`src/rtl/axi_slave_regfile.sv`:
```
// axi_slave_regfile: AXI-lite style slave with a 16 x 32-bit register file and
// burst reads. Registers 0-14 are read/write; register 15 always reads ID_VALUE
// and ignores writes. Register 0 is also driven out live on O_CTRL.
//
// Ports
//   S_ACLK, S_ARESET                  clock, synchronous active-high reset
//   M_AWVALID/M_AWADDR, S_AWREADY     write address
//   M_WVALID/M_WDATA/M_WSTRB, S_WREADY write data with byte strobes
//   S_BVALID/S_BRESP, M_BREADY        write response
//   M_ARVALID/M_ARADDR/M_BLEN, S_ARREADY read address, M_BLEN+1 beats
//   S_RVALID/S_RDATA/S_RRESP/S_RLAST, M_RREADY read data
//   O_CTRL                            live copy of register 0
//
// state  | meaning
// W_IDLE | collecting AW and W in any order
// W_RESP | write done, holding B until M_BREADY
// R_IDLE | ready for a new read address
// R_DATA | presenting read beats until the last is taken
module axi_slave_regfile #(
  parameter logic [31:0] ID_VALUE = 32'hA5A5_0001
) (
  input  logic        S_ACLK,
  input  logic        S_ARESET,
  input  logic        M_AWVALID,
  input  logic [31:0] M_AWADDR,
  output logic        S_AWREADY,
  input  logic        M_WVALID,
  input  logic [31:0] M_WDATA,
  input  logic [3:0]  M_WSTRB,
  output logic        S_WREADY,
  output logic        S_BVALID,
  output logic [1:0]  S_BRESP,
  input  logic        M_BREADY,
  input  logic        M_ARVALID,
  input  logic [31:0] M_ARADDR,
  input  logic [3:0]  M_BLEN,
  output logic        S_ARREADY,
  output logic        S_RVALID,
  output logic [31:0] S_RDATA,
  output logic [1:0]  S_RRESP,
  output logic        S_RLAST,
  input  logic        M_RREADY,
  output logic [31:0] O_CTRL
);

  localparam logic [1:0] RESP_OKAY   = 2'b00;
  localparam logic [1:0] RESP_SLVERR = 2'b10;

  typedef enum logic {W_IDLE = 1'b0, W_RESP = 1'b1} w_state_t;
  typedef enum logic {R_IDLE = 1'b0, R_DATA = 1'b1} r_state_t;

  logic [31:0] regs [16];

  w_state_t    w_state;
  logic        aw_done, w_done, aw_ok;
  logic [3:0]  aw_idx;
  logic [31:0] wdata_q;
  logic [3:0]  wstrb_q;
  logic        bvalid_q;
  logic [1:0]  bresp_q;

  r_state_t    r_state;
  logic        r_ok;
  logic [3:0]  r_idx, beats_left;
  logic        rvalid_q, rlast_q;
  logic [31:0] rdata_q;
  logic [1:0]  rresp_q;

  logic        aw_fire, w_fire, have_aw, have_w, commit, wr_en;
  logic [3:0]  tgt_idx;
  logic        tgt_ok, ar_ok;
  logic [31:0] tgt_data;
  logic [3:0]  tgt_strb;

  logic unused_addr_lsbs;
  assign unused_addr_lsbs = ^{M_AWADDR[1:0], M_ARADDR[1:0]};

  // Outputs are forced low combinationally while reset is held, so they read
  // zero even in the cycle reset first rises.
  assign S_AWREADY = ~S_ARESET & (w_state == W_IDLE) & ~aw_done;
  assign S_WREADY  = ~S_ARESET & (w_state == W_IDLE) & ~w_done;
  assign S_BVALID  = ~S_ARESET & bvalid_q;
  assign S_BRESP   = S_ARESET ? 2'b00 : bresp_q;
  assign S_ARREADY = ~S_ARESET & (r_state == R_IDLE);
  assign S_RVALID  = ~S_ARESET & rvalid_q;
  assign S_RDATA   = S_ARESET ? 32'd0 : rdata_q;
  assign S_RRESP   = S_ARESET ? 2'b00 : rresp_q;
  assign S_RLAST   = ~S_ARESET & rlast_q;
  assign O_CTRL    = regs[0];

  // Merge the freshly accepted channel with whatever was captured earlier so
  // the commit can happen on the same edge as the later of AW/W.
  always_comb begin
    aw_fire  = S_AWREADY & M_AWVALID;
    w_fire   = S_WREADY & M_WVALID;
    have_aw  = aw_done | aw_fire;
    have_w   = w_done | w_fire;
    tgt_idx  = aw_fire ? M_AWADDR[5:2] : aw_idx;
    tgt_ok   = aw_fire ? (M_AWADDR[31:6] == 26'd0) : aw_ok;
    tgt_data = w_fire ? M_WDATA : wdata_q;
    tgt_strb = w_fire ? M_WSTRB : wstrb_q;
    commit   = (w_state == W_IDLE) & have_aw & have_w;
    wr_en    = commit & tgt_ok & (tgt_idx != 4'd15);
    ar_ok    = (M_ARADDR[31:6] == 26'd0);
  end

  function automatic logic [31:0] rd_word(input logic [3:0] idx);
    return (idx == 4'd15) ? ID_VALUE : regs[idx];
  endfunction

  always_ff @(posedge S_ACLK) begin
    if (S_ARESET) begin
      for (int i = 0; i < 16; i++) regs[i] <= 32'd0;
    end else if (wr_en) begin
      for (int b = 0; b < 4; b++)
        if (tgt_strb[b]) regs[tgt_idx][8*b +: 8] <= tgt_data[8*b +: 8];
    end
  end

  always_ff @(posedge S_ACLK) begin
    if (S_ARESET) begin
      w_state  <= W_IDLE;
      aw_done  <= 1'b0;
      w_done   <= 1'b0;
      aw_idx   <= 4'd0;
      aw_ok    <= 1'b0;
      wdata_q  <= 32'd0;
      wstrb_q  <= 4'd0;
      bvalid_q <= 1'b0;
      bresp_q  <= RESP_OKAY;
    end else begin
      case (w_state)
        W_IDLE: begin
          if (commit) begin
            bvalid_q <= 1'b1;
            bresp_q  <= tgt_ok ? RESP_OKAY : RESP_SLVERR;
            w_state  <= W_RESP;
          end else begin
            if (aw_fire) begin
              aw_done <= 1'b1;
              aw_idx  <= M_AWADDR[5:2];
              aw_ok   <= (M_AWADDR[31:6] == 26'd0);
            end
            if (w_fire) begin
              w_done  <= 1'b1;
              wdata_q <= M_WDATA;
              wstrb_q <= M_WSTRB;
            end
          end
        end
        W_RESP: begin
          if (M_BREADY) begin
            bvalid_q <= 1'b0;
            bresp_q  <= RESP_OKAY;
            aw_done  <= 1'b0;
            w_done   <= 1'b0;
            w_state  <= W_IDLE;
          end
        end
        default: w_state <= W_IDLE;
      endcase
    end
  end

  // beats_left counts down to zero; the beat presented while it is zero is
  // the last one.
  always_ff @(posedge S_ACLK) begin
    if (S_ARESET) begin
      r_state    <= R_IDLE;
      r_ok       <= 1'b0;
      r_idx      <= 4'd0;
      beats_left <= 4'd0;
      rvalid_q   <= 1'b0;
      rlast_q    <= 1'b0;
      rdata_q    <= 32'd0;
      rresp_q    <= RESP_OKAY;
    end else begin
      case (r_state)
        R_IDLE: begin
          if (M_ARVALID) begin
            r_idx      <= M_ARADDR[5:2];
            r_ok       <= ar_ok;
            beats_left <= M_BLEN;
            rdata_q    <= ar_ok ? rd_word(M_ARADDR[5:2]) : 32'd0;
            rresp_q    <= ar_ok ? RESP_OKAY : RESP_SLVERR;
            rlast_q    <= (M_BLEN == 4'd0);
            rvalid_q   <= 1'b1;
            r_state    <= R_DATA;
          end
        end
        R_DATA: begin
          if (M_RREADY) begin
            if (rlast_q) begin
              rvalid_q <= 1'b0;
              rlast_q  <= 1'b0;
              rdata_q  <= 32'd0;
              rresp_q  <= RESP_OKAY;
              r_state  <= R_IDLE;
            end else begin
              r_idx      <= r_idx + 4'd1;
              beats_left <= beats_left - 4'd1;
              rdata_q    <= r_ok ? rd_word(r_idx + 4'd1) : 32'd0;
              rlast_q    <= (beats_left == 4'd1);
            end
          end
        end
        default: r_state <= R_IDLE;
      endcase
    end
  end

endmodule

```
`config.mk`:
```
export PLATFORM = sky130hd
export DESIGN_NAME = axi_slave_regfile
export DESIGN_NICKNAME = d
export VERILOG_FILES = /design/src/rtl/axi_slave_regfile.sv
export SDC_FILE = /design/constraint.sdc
export NUM_CORES = 1
export LEC_CHECK = 0
export CORE_AREA = 2 2 267 269
export DETAILED_ROUTE_END_ITERATION = 10
export DIE_AREA = 0 0 269 271
export DONT_BUFFER_PORTS = 1
export GPL_ROUTABILITY_DRIVEN = 0
export SYNTH_ARGS = -nofsm -noshare
export SYNTH_HDL_FRONTEND = slang
export SYNTH_SLANG_ARGS = --single-unit
```
`constraint.sdc`:
```
create_clock -name S_ACLK -period 6.1 [get_ports S_ACLK]
set_input_delay 1.22 -clock S_ACLK [delete_from_list [all_inputs] [get_ports S_ACLK]]
set_output_delay 1.22 -clock S_ACLK [all_outputs]
set_load 0.1 [all_outputs]
```
==> impl_metrics.toml <==
[logic_synthesis]
commonest_register_cell_after_synthesis = "edfxtp_1"
synthesis.area_per_instance_um2 = 12.9
synth_seq_area_share = 0.551
synth_enable_flop_cells = 512
synth_area_mm2 = 0.0312
count_of_state_elements_after_synthesis = 603
post_synth_inst_count = 2417
ys_async_sr_fraction = 0
ys_warn_count = 0
netlist-cell-type-count = 59

[timing]
final-hold-violation-count = 0
maxClockFrequency_mhz = 216
finalClockSkew_ps = 21.3
setup_repair_after_global_routing_missed_its_margin = "no"
timing_worst_slew_pin_value_ps = 1210
setup_viol = 0
final_min_period_over_clock_period = 0.760
worst_slew_margin_rel = 0.190
min_period_ps = 4640
final-max-slew-violation-count = 0
tns_ps = 0

[global_routing]
grt_start_max_net_pins = 201
grtUsageTotal = 0.260
number_of_antenna_violations_at_the_first_check_in_global_routing = 0
grt_pass1_vias = 21300
grt_pass1_wl_um = 140000
grt.overflow.total = 0

[finish]
ratio_of_cells_with_drive_above_1_in_the_final_layout = 0.249
finalNetCount = 2497
final_cells = 3377
areaGrowthSynthToFinish_pct = 11.5
insertedDiodeCount = 0

[critical_path]
worst_setup_start_kind = "input pin"
critPathSlowestCell = "o21bai_1"
timing.critical_path.max_delay_family = "compound AO/OA/AOI/OAI gates"
cell_count_of_the_worst_reg_to_reg_path = 6
critPathMaxFanout = 200
source_of_the_worst_register_to_register_timing_path = "w_state$_SDFF_PP0_"
cp.required_ps = 6320
number_of_logic_stages_on_the_critical_path_including_buffering = 6
nature_of_the_critical_path_endpoint = "flip-flop"
criticalPathCategory = "in -> reg"
cell_chain_of_the_critical_path = "or4b_1, o31ai_4, buf_4, buf_4, nand3_1, o21bai_1"
reg2reg_setup_slack_ps = 1720
crit_top_cell = "buf_4"
crit_arrival_ps = 4860
worstPathBufferInverterCount = 2
worst_path_largest_cell_delay_ps = 1140
worstReg2RegEnd = "regs[12][1]$_SDFFCE_PN0P_"

[clock_network]
clkSinkCount = 603
numCtsBuffers = 69
cts_root_buffer = "clkbuf_16"
ctsLongestPathBuffers = 3
clock_insertion_delay_worst_skew_ps = 610
htree_num_levels = 3
cts_hold_buffers = 0
post-cts-setup-buffers = 0
tritoncts = "yes"
cts.clk_slew.worst_paths_ps = 60
cts-resized-gates = 0

[die]
floorplan.core_area_mm2 = 0.0698
core.rowCount = 97
die_h_um = 271
fp.dieW_um = 269
floorplan.initialDensity = 0.447
floorplan.die_area_mm2 = 0.0729
num_io_pins = 185

[routing]
detail_route.wirelength_um = 93800
ant_nets = 0
dr.first_iter.drc_count = 2321
route.vias.total = 21100
drc_errors_left = 0
drt_pass1_iterations = 5
avgRoutedWirePerCell_um = 27.8
viasPerCell = 6.23

[place]
port_buffers = 0
dpl.cell_count = 3251
place.detailed.hpwl_um = 60100

[power_and_ir_drop]
cellPowerDensity_mw_per_mm2 = 299
worst_supply_voltage_drop_on_vdd_uv = 289
p_sw_mw = 2.57
pwr-share-clk = 0.422
power_switching_share = 0.248
p_leak_nw = 11.2
pwr-share-seq = 0.460
p_comb_frac = 0.118
internal_power_contribution_mw = 7.82

[run_status]
status = "finished, final reports clean"

[hold_path]
hold_start = "rvalid_q$_SDFFE_PP0P_"
hold_path_end = "rvalid_q$_SDFFE_PP0P_"
timing.hold.worst.class = "reg -> reg"
hold_depth = 2

[flow_run]
max_cap_violations = 0
cell type report:
type / instances / area [um^2]
inverters: 11 / 41.3
flip-flops and latches: 603 / 17200
well taps: 940 / 1180
clock buffers: 83 / 1850
repair buffers: 96 / 781
fillers: 5931 / 35000
multi-input cells: 1601 / 13200
clock inverters: 43 / 529
cell usage after synthesis, types with 3 or more instances:
cell type / n / area (um^2)
nand3_1: 56 / 280
buf_4: 5 / 37.5
nand2_2: 7 / 43.8
dfxtp_1: 91 / 1820
nor4_1: 12 / 75.1
buf_2: 95 / 475
a311oi_1: 3 / 26.3
buf_6: 8 / 90.1
nand2b_1: 8 / 50.1
nand3_2: 28 / 280
nand4_1: 6 / 37.5
nor2_1: 564 / 2120
buf_1: 12 / 45.0
o2111ai_1: 5 / 43.8
o211ai_1: 8 / 60.1
edfxtp_1: 512 / 15400
a22oi_1: 7 / 52.6
mux2_2: 62 / 698
mux4_2: 245 / 5520
nor2b_1: 42 / 263
nand3b_1: 10 / 75.1
a21oi_1: 56 / 280
inv_1: 8 / 30.0
o22a_1: 4 / 35.0
o21bai_1: 60 / 450
o22ai_1: 9 / 56.3
or3_1: 5 / 31.3
mux2i_1: 81 / 811
a211oi_1: 5 / 37.5
nand2_1: 117 / 439
o221ai_1: 11 / 96.3
ha_1: 4 / 50.1
o21a_1: 3 / 22.5
clkbuf_1: 115 / 432
a221oi_1: 23 / 201
o21ai_0: 69 / 345
nor3_1: 30 / 150
cells in the final DEF, fill, tap and decap left out, drive strengths merged, types with 31 or more instances in the layout:
master / count
nand2: 124
nand3: 84
dfxtp: 91
a21oi: 56
clkbuf: 85
buf: 94
mux4: 245
mux2: 62
o21bai: 60
nor2b: 42
edfxtp: 512
mux2i: 81
conb: 34
nor2: 564
nor3: 31
o21ai: 69
worst reg2reg max path: cells and delay by family (launching register included):
kind | cells | cell delay (ps)
flip-flops | 1 | 450
buffers and inverters | 2 | 460
AO/OA/AOI/OAI | 2 | 1800
AND/OR/NAND/NOR | 2 | 1290
sequential cells by signal (all words and copies together) (netlist names), 4 cells and up:
name,cells
regs,512
wdata_q,32
r_idx,4
rdata_q,32
wstrb_q,4
aw_idx,4
beats_left,4
routing by layer:
layer	global-route usage	wire length [um]
met1	0.358	37800
met2	0.407	43900
met3	0.0623	9310
met4	0.0841	2720
met5	0	0
cell families (layout without fill, tap and decap cells):
group,after synthesis,after routing,share of synthesized area
simple gates,893,893,0.126
flops,603,603,0.551
mux,388,388,0.225
compound gates,278,278,0.0596
buf+inv,246,233,0.0359
fa+ha+maj,4,4,0.00160
xor+xnor,4,4,0.00112
other cells,1,34,0.000120
through the flow:
stage               utilization  hold slack, ps  instance area, um^2  power [mW]  setup slack, ps
CTS                       0.499             485                34800        10.4             1670
global placement          0.464             463                32400        6.06             1110
global route              0.499             523                34800        10.7             1430
detailed placement        0.464             474                32400        6.08             1030
floorplan                     -             438                31300        5.79              930
finish                    0.499             488                34800        10.4             1460
worst max-delay path by stage:
| stage | slack [ps] | endpoint | from |
|---|---|---|---|
| floorplan | 930 | S_AWREADY | S_ARESET |
| global placement | 1110 | regs[12][5]$_SDFFCE_PN0P_ | S_ARESET |
| detailed placement | 1030 | regs[12][5]$_SDFFCE_PN0P_ | S_ARESET |
| CTS | 1670 | regs[11][14]$_SDFFCE_PN0P_ | S_ARESET |
| global route | 1430 | regs[12][1]$_SDFFCE_PN0P_ | S_ARESET |
| finish | 1460 | regs[12][1]$_SDFFCE_PN0P_ | S_ARESET |
power groups by stage:
stage	registers (mW)	clock network, mW	logic (mW)
CTS	4.78	4.42	1.22
global route	4.80	4.59	1.29
finish	4.78	4.39	1.22
global placement	4.85	0	1.20
floorplan	4.81	0	0.984
detailed placement	4.87	0	1.22
Note: power is estimated with default switching activity, not from simulation.
